===== config.mk =====
export PLATFORM = sky130hd
export DESIGN_NAME = activation_unit
export DESIGN_NICKNAME = d
export VERILOG_FILES = /design/src/rtl/activation_pkg.sv /design/src/rtl/activation_lane.sv /design/src/rtl/activation_unit.sv
export SDC_FILE = /design/constraint.sdc
export NUM_CORES = 1
export LEC_CHECK = 0
export ABC_AREA = 1
export ABC_CLOCK_PERIOD_IN_PS = 12600
export CORE_MARGIN = 2
export CORE_UTILIZATION = 50
export CTS_CLUSTER_SIZE = 40
export DETAILED_ROUTE_END_ITERATION = 8
export DONT_BUFFER_PORTS = 1
export GPL_TIMING_DRIVEN = 0
export SLEW_MARGIN = 20
export SYNTH_ARGS = -nofsm -noshare
export SYNTH_HDL_FRONTEND = slang
export SYNTH_SLANG_ARGS = --single-unit

===== constraint.sdc =====
create_clock -name clk -period 12.6 [get_ports clk]
set_input_delay 0.63 -clock clk [delete_from_list [all_inputs] [get_ports clk]]
set_output_delay 0.63 -clock clk [all_outputs]
set_load 0.005 [all_outputs]

===== src/rtl/activation_pkg.sv =====
// rtl/activation_pkg.sv - shared mode encoding and count-width helper for the activation unit
package activation_pkg;

   typedef enum logic [1:0] {
      LINEAR = 2'd0,
      RELU   = 2'd1,
      LEAKY  = 2'd2,
      CLAMP  = 2'd3
   } mode_t;

   // Width of the per-frame negative-lane counter for n lanes per beat
   function automatic int count_width(input int n);
      return $clog2(n * 65536);
   endfunction

endpackage


===== src/rtl/activation_lane.sv =====
// rtl/activation_lane.sv - combinational activation of one signed lane
module activation_lane
   import activation_pkg::*;
#(
   parameter int W          = 32,
   parameter int LEAK_SHIFT = 3
) (
   input  logic signed [W-1:0] x,
   input  mode_t               mode,
   input  logic signed [W-1:0] cap,
   output logic signed [W-1:0] y,
   output logic                is_neg
);

   logic signed [W-1:0] cap_eff;

   assign is_neg  = x[W-1];
   // A negative cap would invert the clamp range, so it collapses to zero
   assign cap_eff = cap[W-1] ? '0 : cap;

   // Select the activation function for this lane
   always_comb begin
      y = x;
      case (mode)
         RELU:    if (is_neg) y = '0;
         LEAKY:   if (is_neg) y = x >>> LEAK_SHIFT;
         CLAMP: begin
            if (is_neg)            y = '0;
            else if (x > cap_eff)  y = cap_eff;
         end
         default: y = x;
      endcase
   end

endmodule


===== src/rtl/activation_unit.sv =====
// rtl/activation_unit.sv - two-stage streaming activation with per-frame negative-lane count
module activation_unit
   import activation_pkg::*;
#(
   parameter int W          = 32,
   parameter int N          = 4,
   parameter int LEAK_SHIFT = 3
) (
   input  logic                        clk,
   input  logic                        reset,
   input  logic [1:0]                  mode,
   input  logic [W-1:0]                cap,
   input  logic                        s_valid,
   output logic                        s_ready,
   input  logic [N*W-1:0]              s_data,
   input  logic                        s_last,
   output logic                        m_valid,
   input  logic                        m_ready,
   output logic [N*W-1:0]              m_data,
   output logic                        m_last,
   output logic [count_width(N)-1:0]   m_neg_count
);

   localparam int CW = count_width(N);
   localparam int BW = $clog2(N + 1);

   logic [N*W-1:0] lane_y;
   logic [N-1:0]   lane_neg;
   logic [BW-1:0]  beat_neg;

   logic           en;
   logic           s1_valid;
   logic [N*W-1:0] s1_data;
   logic           s1_last;
   logic [BW-1:0]  s1_neg;

   logic [CW-1:0]  frame_cnt;
   logic [CW:0]    frame_sum;
   logic [CW-1:0]  frame_next;

   // mode/cap feed the lanes directly so they are captured with the beat on its transfer edge
   for (genvar i = 0; i < N; i++) begin : g_lane
      activation_lane #(
         .W          (W),
         .LEAK_SHIFT (LEAK_SHIFT)
      ) u_lane (
         .x      (s_data[i*W +: W]),
         .mode   (mode_t'(mode)),
         .cap    (cap),
         .y      (lane_y[i*W +: W]),
         .is_neg (lane_neg[i])
      );
   end

   // Count negative lanes in the incoming beat
   always_comb begin
      beat_neg = '0;
      for (int i = 0; i < N; i++) begin
         beat_neg = beat_neg + {{(BW-1){1'b0}}, lane_neg[i]};
      end
   end

   // Whole pipeline advances together whenever the output register can drain
   assign en      = !m_valid || m_ready;
   assign s_ready = en;

   // Saturating frame accumulation of the beat leaving S1
   assign frame_sum  = {1'b0, frame_cnt} + {{(CW+1-BW){1'b0}}, s1_neg};
   assign frame_next = frame_sum[CW] ? {CW{1'b1}} : frame_sum[CW-1:0];

   // S1: register activated lanes, last flag and per-beat negative count
   always_ff @(posedge clk or posedge reset) begin
      if (reset) begin
         s1_valid <= 1'b0;
         s1_data  <= '0;
         s1_last  <= 1'b0;
         s1_neg   <= '0;
      end else if (en) begin
         s1_valid <= s_valid;
         if (s_valid) begin
            s1_data <= lane_y;
            s1_last <= s_last;
            s1_neg  <= beat_neg;
         end
      end
   end

   // S2: output register plus frame counter, total published only with the last beat
   always_ff @(posedge clk or posedge reset) begin
      if (reset) begin
         m_valid     <= 1'b0;
         m_data      <= '0;
         m_last      <= 1'b0;
         m_neg_count <= '0;
         frame_cnt   <= '0;
      end else if (en) begin
         m_valid <= s1_valid;
         m_last  <= s1_valid && s1_last;
         if (s1_valid) begin
            m_data <= s1_data;
            if (s1_last) begin
               m_neg_count <= frame_next;
               frame_cnt   <= '0;
            end else begin
               m_neg_count <= '0;
               frame_cnt   <= frame_next;
            end
         end else begin
            m_neg_count <= '0;
         end
      end
   end

endmodule

# ---- Word level (Yosys, flattened, before mapping)
# Cells that the tools add are included.
dict set report op_classes {
  n_eq_ne 3
  magnitude_cmp 4
  addsub 4
  n_reduce_logical 5
  muxes 25
}
# cell count
set op_table {}
lappend op_table {{$mux 32} 12}
lappend op_table {{$pmux 32 s3} 4}
lappend op_table {{$mux 31} 5}
lappend op_table {{$gt 32x32->1} 4}
lappend op_table {{$mux 18} 4}
lappend op_table {{$add 18x3->19} 1}
lappend op_table {{$eq 2x2->1 const B} 2}
lappend op_table {{$reduce_and 2->1} 2}
lappend op_table {{$add 2x1->3} 1}
lappend op_table {{$add 3x1->3} 1}
lappend op_table {{$add 1x1->2} 1}
lappend op_table {{$eq 2x1->1 const B} 1}
lappend op_table {{$logic_and 1x1->1} 1}
lappend op_table {{$logic_not 1->1} 1}
lappend op_table {{$logic_or 1x1->1} 1}
dict set report word_totals {
  elab_cells 50
  out_inout_bits 149
  ff_bits 299
  inputBits 167
}

# ---- Depth between registers and ports, before layout
dict set report depth {
  depth_word 5
  ltp_mapped 23
  depth_no_buf 21
}

# ---- Cells and area by module
# A second synthesis with hierarchy kept.
dict set report unflattened {
  cells_unflattened 2925
  area_unflattened_um2 20547.2
}
# module area_per_inst_um2 n_inst cells_each seq_area_each_um2
set by_module_without_submodules {}
lappend by_module_without_submodules {activation_unit 11728.7 1 1203 7482.2}
lappend by_module_without_submodules {{activation_lane (g_lane[1].u_lane ...)} 2205.9 2 430 0.0}
lappend by_module_without_submodules {{activation_lane (g_lane[0].u_lane)} 2204.6 1 431 0.0}
lappend by_module_without_submodules {{activation_lane (g_lane[3].u_lane)} 2202.1 1 431 0.0}

# ---- Worst setup path after synthesis
# No wires, ideal clock.
dict set report synth_path {
  kind {input port to flip-flop}
  from {input cap[31]}
  to {register s1_data[124]}
  setup_slack_ps 9852
  setup_ps 117
  path_buffers 2
  arrival_ps 2631
  t_required_ps 12483
  cell_stages 16
  cell_sequence {inv_1 > clkbuf_1 > nand2_1 > ha_1 > nand2_1 > nor2_1 > nand3b_1 > nor3b_2 > nand2_1 > nand2_1 > buf_2 > nand3_1 > nand3_1 > nand2_1 > nand2_1 > nand2_1}
}
dict set report synth_between {
  elab_chain_len 5
}
# element line
set synth_rtl {}
lappend synth_rtl {{start, declared} activation_unit.sv:12} ;# input logic [W-1:0] cap,
lappend synth_rtl {{$mux 31 *} activation_lane.sv:19} ;# assign cap_eff = cap[W-1] ? '0 : cap;
lappend synth_rtl {{$gt 32x32->1} activation_lane.sv:29} ;# else if (x > cap_eff) y = cap_eff;
lappend synth_rtl {{$mux 32 *} activation_lane.sv:29}
lappend synth_rtl {{$mux 32 *} activation_lane.sv:28} ;# if (is_neg) y = '0;
lappend synth_rtl {{$pmux 32 s3 *} activation_lane.sv:24} ;# case (mode)
lappend synth_rtl {{end signal, assigned} activation_unit.sv:81} ;# s1_data <= lane_y;
lappend synth_rtl {{end, declared} activation_unit.sv:33} ;# logic [N*W-1:0] s1_data;
# Every way passes the cells marked *; elsewhere a longest branch is shown, timed or not.
# A chain may end at the register's enable or synchronous reset.

# ---- Final worst setup path
dict set report layout_path {
  from {input cap[31]}
  to {register s1_data[51]}
}
# Same word-level chain as after synthesis.

==> results_dict.tcl <==
set metrics [dict create \
    status "completed" \
    ant_nets 0 \
    worstMarginPinSlew_ps 975 \
    synth_flop_cell "dfrtp_1" \
    cts_tree "built" \
    rsz0062_at_grt "no" \
    max_slew_margin_pct 34.9 \
    clkSinkCount 299 \
    fp.dieW_um 204 \
    wl_um 74100 \
    numCtsBuffers 34 \
    ctsRootBufferMaster "clkbuf_16" \
    crit_buf_inv 3 \
    cp_top_family "simple AND/OR/NAND/NOR gates" \
    syn_avg_cell_area_um2 6.81 \
    clk_path_buf_depth 3 \
    max_freq_mhz 276 \
    initial_core_util_pct 50.5 \
    hold_viol 0 \
    hp-class "input pin to register" \
    cts_hold_buf 1 \
    coreArea_um2 39600 \
    synthCells 2939 \
    die_height_um 204 \
    setup.worst_path.class "input pin to register" \
    vias_per_cell 5.81 \
    cap_violations 0 \
    setup_viol 0 \
    fin_nets 3277 \
    timing.hold.ws_ps 253 \
    cts.clk_slew.worst_paths_ps 50 \
    vias 20500 \
    num_rows 73 \
    max_stage_delay_ps 660 \
    crit_chain "inv_1, clkbuf_1, nand2_1, ha_1, nand2_1, nor2_1, nor3b_1, nand2_1, nand2_1, nand2_2, nand2_4, buf_4, nand3_1, nand3_1, nand2_1, nand2_1, nand2_1" \
    critPathArrivalTime_ps 4060 \
    worstPathRequired_ps 13030 \
    nFillCells 4022 \
    remaining_drc_errors 0 \
    clock_skew_ps 27.4 \
    max-vdd-ir-drop_uv 120 \
    multi_input_comb_area_um2 11000 \
    ys.warnings.count 0 \
    dpl.hpwl_um 54800 \
    avgRoutedWirePerCell_um 21.0 \
    drtIter0Drc 2261 \
    min_period_over_period_pct 28.8 \
    fin_crit_ps 3620 \
    yosysUniqueCellTypes 46 \
    postSynthNetCount 3237 \
    io_pins 316 \
    antenna_found_initial 3 \
    startpoint_type "input pin" \
    setup_tns_ps 0 \
    cts_setup_buffers 0 \
    place.gp.congestion 0.950 \
    powerDensity_nw_per_um2 137 \
    rrSetupSlack_ps 9730 \
    crit_slowest_cell "nand2_1" \
    most-common-layout-cells "nand2_1 (1281), dfrtp_1 (299), a21oi_1 (273), nand3_1 (273), inv_1 (193)" \
    syn_to_final_growth_pct 9.24 \
    drv_slew 0 \
    io_buffers 0 \
    synth_edf_count 0 \
    gr-total-overflow 0 \
    synth-seq-area-share_pct 37.4 \
    drtPass1Iterations 8 \
    post_cts_resized 0 \
    synth-seq-cells 299 \
    drive_gt1_share_pct 4.56 \
    htreeDepth 2 \
    syn-cell-area_um2 20000 \
    async_flop_share_pct 100 \
    layout_commonest_cell "nand2_1" \
    dieArea_um2 41700 \
    grt_max_degree 103 \
    cpMostUsedCell "nand2_1" \
    critPathMaxFanout 10 \
    grt_pass1_vias 19200 \
    grt_usage_pct 35.0 \
    clock_latency_ps 560 \
    regArea_um2 7480 \
    leakage_nw 11.7 \
    critPathCaptureType "register" \
    grt_pass1_wl_um 112000 \
]
[metrics by stage]
stage | power, mW | cell area, µm² | util (%) | worst slack, ps | std cells
CTS | 3.02 | 21900 | 55.1 | 9110 | 3527
global placement | 2.01 | 20700 | 52.2 | 587 | 3464
detailed placement | 2.04 | 20800 | 52.4 | 8540 | 3467
floorplan | 1.81 | 20000 | - | 3710 | 2939
global route | 3.18 | 21900 | 55.2 | 8780 | 3529
finish | 3.01 | 21900 | 55.2 | 8980 | 3530
[cell families (layout without fill, tap and decap cells)]
family | count (synthesis) | in the layout | synth area share [%]
mux | 3 | 3 | 0.169
xor+xnor | 2 | 2 | 0.0875
flops | 299 | 299 | 37.4
other cells | 0 | 3 | 0
fa+ha+maj | 131 | 131 | 8.26
simple gates | 1660 | 1660 | 33.5
buf+inv | 375 | 438 | 7.64
compound gates | 469 | 469 | 13.0
[power breakdown]
group	internal, mW	switching [mW]	total (mW)
Combinational	0.233	0.475	0.709
Sequential	1.17	0.155	1.32
Clock	0.568	0.406	0.973
[worst paths after layout]
path,to,start,cells past startpoint
max reg2reg,s1_neg[1]$_DFFE_PP0P_,m_valid$_DFFE_PP0N_,7
min in group asynchronous,m_data[13]$_DFFE_PP0P_,reset,2
max,s1_data[51]$_DFFE_PP0P_,cap[31],17
max in group asynchronous,m_data[98]$_DFFE_PP0P_,reset,4
min reg2reg,s1_data[81]$_DFFE_PP0P_,s1_data[81]$_DFFE_PP0P_,2
min,s1_last$_DFFE_PP0P_,s_last,1
[sequential cells by signal, summed over array words and instances, names as in the netlist]
register and flops:
s1_valid 1, m_last 1, m_valid 1, m_data 128, s1_neg 3, frame_cnt 18
s1_data 128, s1_last 1, m_neg_count 18
[metal layers]
| layer | routed length (µm) | global-route usage, % | part of all wire, % |
|---|---|---|---|
| met4 | 3100 | 14.0 | 4.2 |
| met2 | 33300 | 55.1 | 45 |
| met5 | 0 | 0 | 0 |
| met3 | 7680 | 9.12 | 10 |
| met1 | 30000 | 45.9 | 41 |
[synth_stat cells, types with 8 or more instances]
master	instances	share of area, %
a21oi_1	273	6.8
nor2_1	66	1.2
nand3_1	273	6.8
ha_1	129	8.1
nand2_1	1281	24
dfrtp_1	299	37
inv_1	194	3.6
buf_6	8	0.45
o221ai_1	15	0.66
nor3_1	8	0.20
a221oi_1	8	0.35
nand4_1	8	0.25
o22ai_1	73	2.3
clkbuf_1	121	2.3
o21ai_0	66	1.7
buf_2	36	0.90
o21ai_1	10	0.25
[cell type report]
cell class              instances  share of cell area [%]
repair buffers                  4                   0.423
flip-flops and latches        299                    34.2
multi-input cells            2265                    50.3
clock buffers                  52                    4.76
inverters                     201                    3.51
well taps                     525                    3.00
clock inverters                 7                   0.189
diodes                          3                  0.0343
plain buffers                 174                    3.54
No activity file was read; power rests on OpenSTA's default activity.
